[src/rtl/minhash_topk_sorter_pkg.sv]
// Shared types and default widths for the MinHash bottom-K sorter and its neighbours.
package minhash_topk_sorter_pkg;

  localparam int SORTER_EXTENDER_INDICES_COUNT = 4;
  localparam int HASHER_SORTER_SIGNATURE       = 32;
  localparam int INDICE_LEN                    = 5;

  typedef struct packed {
    logic [HASHER_SORTER_SIGNATURE-1:0] signature;
    logic [INDICE_LEN-1:0]              index;
  } signature_index_pack;

  typedef enum logic {
    COLLECT = 1'b0,
    DRAIN   = 1'b1
  } topk_state_e;

endpackage

[src/rtl/minhash_topk_slot.sv]
// One cell of the sorted register array: decides whether the new pair lands here,
// whether the predecessor shifts down into it, or whether it holds (purely combinational).
module minhash_topk_slot #(
  parameter int SIG_W = 32,
  parameter int IDX_W = 5
) (
  input  logic [SIG_W-1:0] i_sig,
  input  logic [IDX_W-1:0] i_idx,
  input  logic             i_vld,
  input  logic [SIG_W-1:0] i_prev_sig,
  input  logic [IDX_W-1:0] i_prev_idx,
  input  logic             i_prev_vld,
  input  logic             i_prev_before,
  input  logic [SIG_W-1:0] i_new_sig,
  input  logic [IDX_W-1:0] i_new_idx,
  input  logic             i_ins,
  output logic             o_before,
  output logic [SIG_W-1:0] o_nxt_sig,
  output logic [IDX_W-1:0] o_nxt_idx,
  output logic             o_nxt_vld
);

  // Strict less-than keeps an equal, earlier pair ahead of the new one.
  assign o_before = !i_vld || (i_new_sig < i_sig);

  always_comb begin
    o_nxt_sig = i_sig;
    o_nxt_idx = i_idx;
    o_nxt_vld = i_vld;
    if (i_ins) begin
      if (i_prev_before) begin
        o_nxt_sig = i_prev_sig;
        o_nxt_idx = i_prev_idx;
        o_nxt_vld = i_prev_vld;
      end else if (o_before) begin
        o_nxt_sig = i_new_sig;
        o_nxt_idx = i_new_idx;
        o_nxt_vld = 1'b1;
      end
    end
  end

endmodule

[src/rtl/minhash_topk_sorter.sv]
// Streaming bottom-K selector: keeps the TOPK smallest signatures, drains them ascending.
// First output 1 cycle after the in_last handshake; output holds under backpressure. Optional: MINHASH_TOPK_DEDUP_EN.
module minhash_topk_sorter
  import minhash_topk_sorter_pkg::*;
#(
  parameter int SIG_W = HASHER_SORTER_SIGNATURE,
  parameter int IDX_W = INDICE_LEN,
  parameter int TOPK  = SORTER_EXTENDER_INDICES_COUNT
) (
  input  logic             clk,
  input  logic             rst,
  input  logic             in_valid,
  output logic             in_ready,
  input  logic [SIG_W-1:0] in_signature,
  input  logic [IDX_W-1:0] in_index,
  input  logic             in_last,
  output logic             out_valid,
  input  logic             out_ready,
  output logic [SIG_W-1:0] out_signature,
  output logic [IDX_W-1:0] out_index,
  output logic             out_last
);

  localparam int CW = $clog2(TOPK + 1);

  topk_state_e      r_state;
  logic [SIG_W-1:0] r_sig [TOPK];
  logic [IDX_W-1:0] r_idx [TOPK];
  logic             r_vld [TOPK];
  logic [CW-1:0]    r_count;
  logic [CW-1:0]    r_rd_ptr;
  logic             r_in_rdy;
  logic             r_out_vld;
  logic             r_out_last;
  logic [SIG_W-1:0] r_out_sig;
  logic [IDX_W-1:0] r_out_idx;

  logic [SIG_W-1:0] w_nxt_sig [TOPK];
  logic [IDX_W-1:0] w_nxt_idx [TOPK];
  logic             w_nxt_vld [TOPK];
  logic             w_before  [TOPK];
  logic [SIG_W-1:0] w_prev_sig [TOPK];
  logic [IDX_W-1:0] w_prev_idx [TOPK];
  logic             w_prev_vld [TOPK];
  logic             w_prev_before [TOPK];
  logic             w_hs_in, w_hs_out, w_ins, w_dup;
  logic [CW-1:0]    w_count_nxt;
  logic [CW-1:0]    w_rd_nxt;
  logic [SIG_W-1:0] w_rd_sig;
  logic [IDX_W-1:0] w_rd_idx;

  assign w_hs_in  = in_valid & r_in_rdy;
  assign w_hs_out = r_out_vld & out_ready;
  assign w_ins    = w_hs_in & ~w_dup;

`ifdef MINHASH_TOPK_DEDUP_EN
  always_comb begin
    w_dup = 1'b0;
    for (int i = 0; i < TOPK; i++)
      if (r_vld[i] && (r_sig[i] == in_signature)) w_dup = 1'b1;
  end
`else
  assign w_dup = 1'b0;
`endif

  for (genvar i = 0; i < TOPK; i++) begin : g_slot
    if (i == 0) begin : g_head
      assign w_prev_sig[i]    = '0;
      assign w_prev_idx[i]    = '0;
      assign w_prev_vld[i]    = 1'b0;
      assign w_prev_before[i] = 1'b0;
    end else begin : g_chain
      assign w_prev_sig[i]    = r_sig[i-1];
      assign w_prev_idx[i]    = r_idx[i-1];
      assign w_prev_vld[i]    = r_vld[i-1];
      assign w_prev_before[i] = w_before[i-1];
    end
    minhash_topk_slot #(.SIG_W(SIG_W), .IDX_W(IDX_W)) u_slot (
      .i_sig         (r_sig[i]),
      .i_idx         (r_idx[i]),
      .i_vld         (r_vld[i]),
      .i_prev_sig    (w_prev_sig[i]),
      .i_prev_idx    (w_prev_idx[i]),
      .i_prev_vld    (w_prev_vld[i]),
      .i_prev_before (w_prev_before[i]),
      .i_new_sig     (in_signature),
      .i_new_idx     (in_index),
      .i_ins         (w_ins),
      .o_before      (w_before[i]),
      .o_nxt_sig     (w_nxt_sig[i]),
      .o_nxt_idx     (w_nxt_idx[i]),
      .o_nxt_vld     (w_nxt_vld[i])
    );
  end

  // The tail slot's flag is set exactly when the new pair lands somewhere in the array.
  assign w_count_nxt = (w_ins && w_before[TOPK-1] && (r_count != CW'(TOPK)))
                       ? r_count + CW'(1) : r_count;
  assign w_rd_nxt    = r_rd_ptr + CW'(1);

  always_comb begin
    w_rd_sig = '0;
    w_rd_idx = '0;
    for (int i = 0; i < TOPK; i++)
      if (CW'(i) == w_rd_nxt) begin
        w_rd_sig = r_sig[i];
        w_rd_idx = r_idx[i];
      end
  end

  always_ff @(posedge clk) begin
    if (rst) begin
      r_state    <= COLLECT;
      r_count    <= '0;
      r_rd_ptr   <= '0;
      r_in_rdy   <= 1'b1;
      r_out_vld  <= 1'b0;
      r_out_last <= 1'b0;
      r_out_sig  <= '0;
      r_out_idx  <= '0;
      for (int i = 0; i < TOPK; i++) begin
        r_vld[i] <= 1'b0;
        r_sig[i] <= '0;
        r_idx[i] <= '0;
      end
    end else begin
      case (r_state)
        COLLECT: begin
          for (int i = 0; i < TOPK; i++) begin
            r_sig[i] <= w_nxt_sig[i];
            r_idx[i] <= w_nxt_idx[i];
            r_vld[i] <= w_nxt_vld[i];
          end
          r_count <= w_count_nxt;
          if (w_hs_in && in_last) begin
            r_state    <= DRAIN;
            r_rd_ptr   <= '0;
            r_in_rdy   <= 1'b0;
            r_out_vld  <= 1'b1;
            r_out_sig  <= w_nxt_sig[0];
            r_out_idx  <= w_nxt_idx[0];
            r_out_last <= (w_count_nxt == CW'(1));
          end
        end
        DRAIN: begin
          if (w_hs_out) begin
            if (r_out_last) begin
              r_state    <= COLLECT;
              r_count    <= '0;
              r_in_rdy   <= 1'b1;
              r_out_vld  <= 1'b0;
              r_out_last <= 1'b0;
              r_out_sig  <= '0;
              r_out_idx  <= '0;
              for (int i = 0; i < TOPK; i++) r_vld[i] <= 1'b0;
            end else begin
              r_rd_ptr   <= w_rd_nxt;
              r_out_sig  <= w_rd_sig;
              r_out_idx  <= w_rd_idx;
              r_out_last <= (w_rd_nxt == r_count - CW'(1));
            end
          end
        end
        default: r_state <= COLLECT;
      endcase
    end
  end

  assign in_ready      = r_in_rdy;
  assign out_valid     = r_out_vld;
  assign out_signature = r_out_sig;
  assign out_index     = r_out_idx;
  assign out_last      = r_out_last;

endmodule

[config.mk]
export PLATFORM = sky130hd
export DESIGN_NAME = minhash_topk_sorter
export DESIGN_NICKNAME = d
export VERILOG_FILES = /design/src/rtl/minhash_topk_sorter_pkg.sv /design/src/rtl/minhash_topk_slot.sv /design/src/rtl/minhash_topk_sorter.sv
export SDC_FILE = /design/constraint.sdc
export NUM_CORES = 1
export LEC_CHECK = 0
export CORE_ASPECT_RATIO = 2
export CORE_MARGIN = 5
export CORE_UTILIZATION = 50
export DETAILED_ROUTE_END_ITERATION = 12
export PLACE_DENSITY = 0.69
export SYNTH_ARGS = -nofsm -noshare
export SYNTH_HDL_FRONTEND = slang
export SYNTH_SLANG_ARGS = --single-unit
[constraint.sdc]
create_clock -name clk -period 5.2 [get_ports clk]
set_input_delay 1.04 -clock clk [delete_from_list [all_inputs] [get_ports clk]]
set_output_delay 1.04 -clock clk [all_outputs]
set_load 0.1 [all_outputs]
==> run_results.csv <==
group,metric,value,unit
critical_path,cp_max_fo,20,
yosys,async_flop_share,0,%
routing,route.met2.wl,22440,um
die,dieArea,31010,um2
pwr,leakagePower,6.184,nW
critical_path,path_class,"in -> reg",
critical_path,critPathLaunchType,"input port",
final_layout,nFillCells,2452,
yosys,syn_area_per_cell,8.748,um2
placement,place_ws,0.3097,ns
final_layout,n_antenna_cell,0,
placement,place_congestion,0.9059,
pwr,sequentialPowerShare,42.8,%
routing,wl_met3,3235,um
pwr,switching_share,35.64,%
placement,io_buffers,81,
timing,tightest_slew,1.176,ns
routing,drt_iter0_drc,1000,
routing,drtAntennaViolNets,0,
pwr,power,4.929,mW
global_route,grt_pass1_wl,67810,um
clocking,cts_buffers,17,
timing,period_share,86.25,%
timing,max_slew_margin,21.62,%
timing,max_freq,223.0,MHz
clocking,htreeDepth,4,
yosys,ys.flop_type,"edfxtp_1",
critical_path,crit_required,5.50,ns
yosys,synth_edf_count,150,
placement,dp_hpwl,29160,um
critical_path,cp-end-kind,"flip-flop",
final_layout,syn_to_final_growth,13.56,%
routing,post_drt_wl_per_cell,22.26,um
timing,setup-violations-final,0,
global_route,grt_pass1_vias,12260,
die,ioPinCount,82,
die,die_x,127.0,um
flow_run,drv_cap,0,
clocking,cts_hold_buffers,0,
critical_path,cp.arrival,4.78,ns
global_route,grt_start_max_net_pins,114,
routing,routed_wl,43810,um
yosys,netlist_area,13700,um2
clocking,cts_setup_buffers,0,
global_route,grt_overflow,0,
timing,drv_slew,0,
worst_hold_path,hold_path_class,"reg -> reg",
timing,fin_crit,4.485,ns
yosys,ys_types,54,
routing,wl_met1,15370,um
routing,vias_per_cell,6.277,
timing,whs,0.4924,ns
clocking,cts-root-buf,"clkbuf_16",
yosys,syn-num-nets,1740,
yosys,ys_seq_area_share,40.04,%
die,die_height,244.1,um
routing,vias,12350,
clocking,clockBufferDepth,2,
clocking,cts.clk_slew.worst_paths,0.07,ns
clocking,insertion_delay,0.46,ns
routing,firstDrtPassIters,5,
clocking,clock_sinks,199,
timing,rsz0062_at_grt,"no",
timing,tns,0,ns
pwr,p_int,3.172,mW
routing,drc,0,
pwr,ir_worst_vdd,0.2556,mV
routing,top_layer,"met5",
clocking,cts_tree,"yes",
pwr,clkPwrFrac,27.6,%
timing,skew,0.009894,ns
die,core,27010,um2
clocking,cts-resized-gates,0,
timing,hold_viol_final,0,
pwr,power_frac_comb,29.7,%
final_layout,nNetsFinal,1781,
pwr,p_sw,1.757,mW
yosys,syn_inst,1566,
final_layout,drive_gt1_share,6.235,%
global_route,track_usage,28.11,%
yosys,ys_warn_count,0,
die,rows,85,
outcome,status,"completed",
global_route,grt_antenna_before_repair,1,
timing,fin_ws,0.7151,ns
pwr,power_density,316.8,nW/um2
yosys,synth_seq_cells,199,
die,start_util,50.71,%
## cells in the final DEF (no fill, tap or decap), types with 3 or more instances in the layout
cell type and n:
nor2b_1 4, mux2i_1 74, o211ai_1 8, a211o_1 5, clkdlybuf4s50_1 80, edfxtp_1 150, a31oi_1 33, inv_6 3
clkbuf_16 17, a21oi_1 113, dfxtp_1 48, and3_1 5, a311oi_1 43, o21a_1 4, nor3b_1 6, clkinvlp_4 3
ha_1 132, inv_1 130, o2111ai_1 3, nand2_1 169, o21ai_0 91, or3_1 33, a211oi_1 41, nand3_1 78
o21ai_1 4, buf_4 44, nor3_1 12, and4_1 3, nand2b_1 9, a21o_1 27, nor2_1 168, xnor2_1 3
nand2b_2 3, buf_12 5, a22oi_1 3, nand4_1 18
## final cells by class
cell class                 count  area (um2)  area share (%)
clock inverter                12       126.4          0.8123
sequential                   199        5487           35.27
inverter                     130       488.0           3.137
clock buffer                  20       446.7           2.871
timing repair buffer         130        1236           7.946
tap                          348       435.4           2.799
multi-input combinational   1129        7338           47.17
## through the flow
step                utilization (%)  area, um2  instances
floorplan                         -      13700       1566
global placement              55.47      14980       1936
detailed placement            55.47      14980       1936
CTS                           57.59      15560       1968
global route                  57.59      15560       1968
finish                        57.59      15560       1968
## worst paths after layout
check / start / endpoint / slack (ns) / cells past startpoint
hold reg to reg: out_signature[0] / out_signature[0] / 0.49 / 2
setup reg to reg: r_sig[0][6] / r_sig[0][9] / 1.34 / 11
hold / removal: out_signature[0] / out_signature[0] / 0.49 / 2
setup / recovery: in_signature[7] / r_sig[0][9] / 0.72 / 10
## flip-flops by register name, indices dropped and copies added (netlist names)
name,cells
r_sig,128
out_signature,32
r_idx,20
out_index,5
r_vld,4
r_count,3
r_rd_ptr,3
in_ready,1
out_last,1
out_valid,1
r_state,1
## kinds of logic after synthesis
logic type	after synthesis	share of synthesized area [%]
simple gates	526	17.30
compound gates	393	18.07
buf+inv	238	6.877
flops	199	40.04
fa+ha+maj	132	12.06
mux	74	5.407
xor+xnor	4	0.2558
## cells in the mapped netlist, types with 43 or more instances
| master | number | area (um2) |
|---|---|---|
| nand2_1 | 170 | 638.1 |
| nor2_1 | 170 | 638.1 |
| edfxtp_1 | 150 | 4504 |
| ha_1 | 132 | 1652 |
| inv_1 | 130 | 488.0 |
| a21oi_1 | 113 | 565.5 |
| o21ai_0 | 91 | 455.4 |
| clkbuf_1 | 82 | 307.8 |
| nand3_1 | 78 | 390.4 |
| mux2i_1 | 74 | 740.7 |
| dfxtp_1 | 49 | 980.9 |
| a311oi_1 | 43 | 376.6 |
## power by group through the flow
stage	sequential [mW]	clock (mW)	combinational, mW
6_report	2.11	1.36	1.46
2_1_floorplan	2.27	0	0.807
3_5_place_dp	2.14	0	1.45
5_1_grt	2.13	1.43	1.60
4_1_cts	2.10	1.36	1.45
3_3_place_gp	2.14	0	1.42
## routing by layer
metal | global-route usage, % | up-vias
met1 | 31.03 | 5832
met2 | 49.49 | 611
met4 | 17.09 | 2
met5 | 0 | -
met3 | 5.045 | 178
li1 | - | 5730
## worst max-delay path: stages
cell	delay, ns
clkdlybuf4s50_1	0.75
ha_1	0.33
a211o_1	0.30
a211oi_1	0.33
o211ai_1	0.28
a22oi_2	0.28
nor2b_2	0.93
buf_12	0.28
nand2_1	0.09
a21oi_1	0.15
Note: power is estimated with default switching activity, not from simulation.
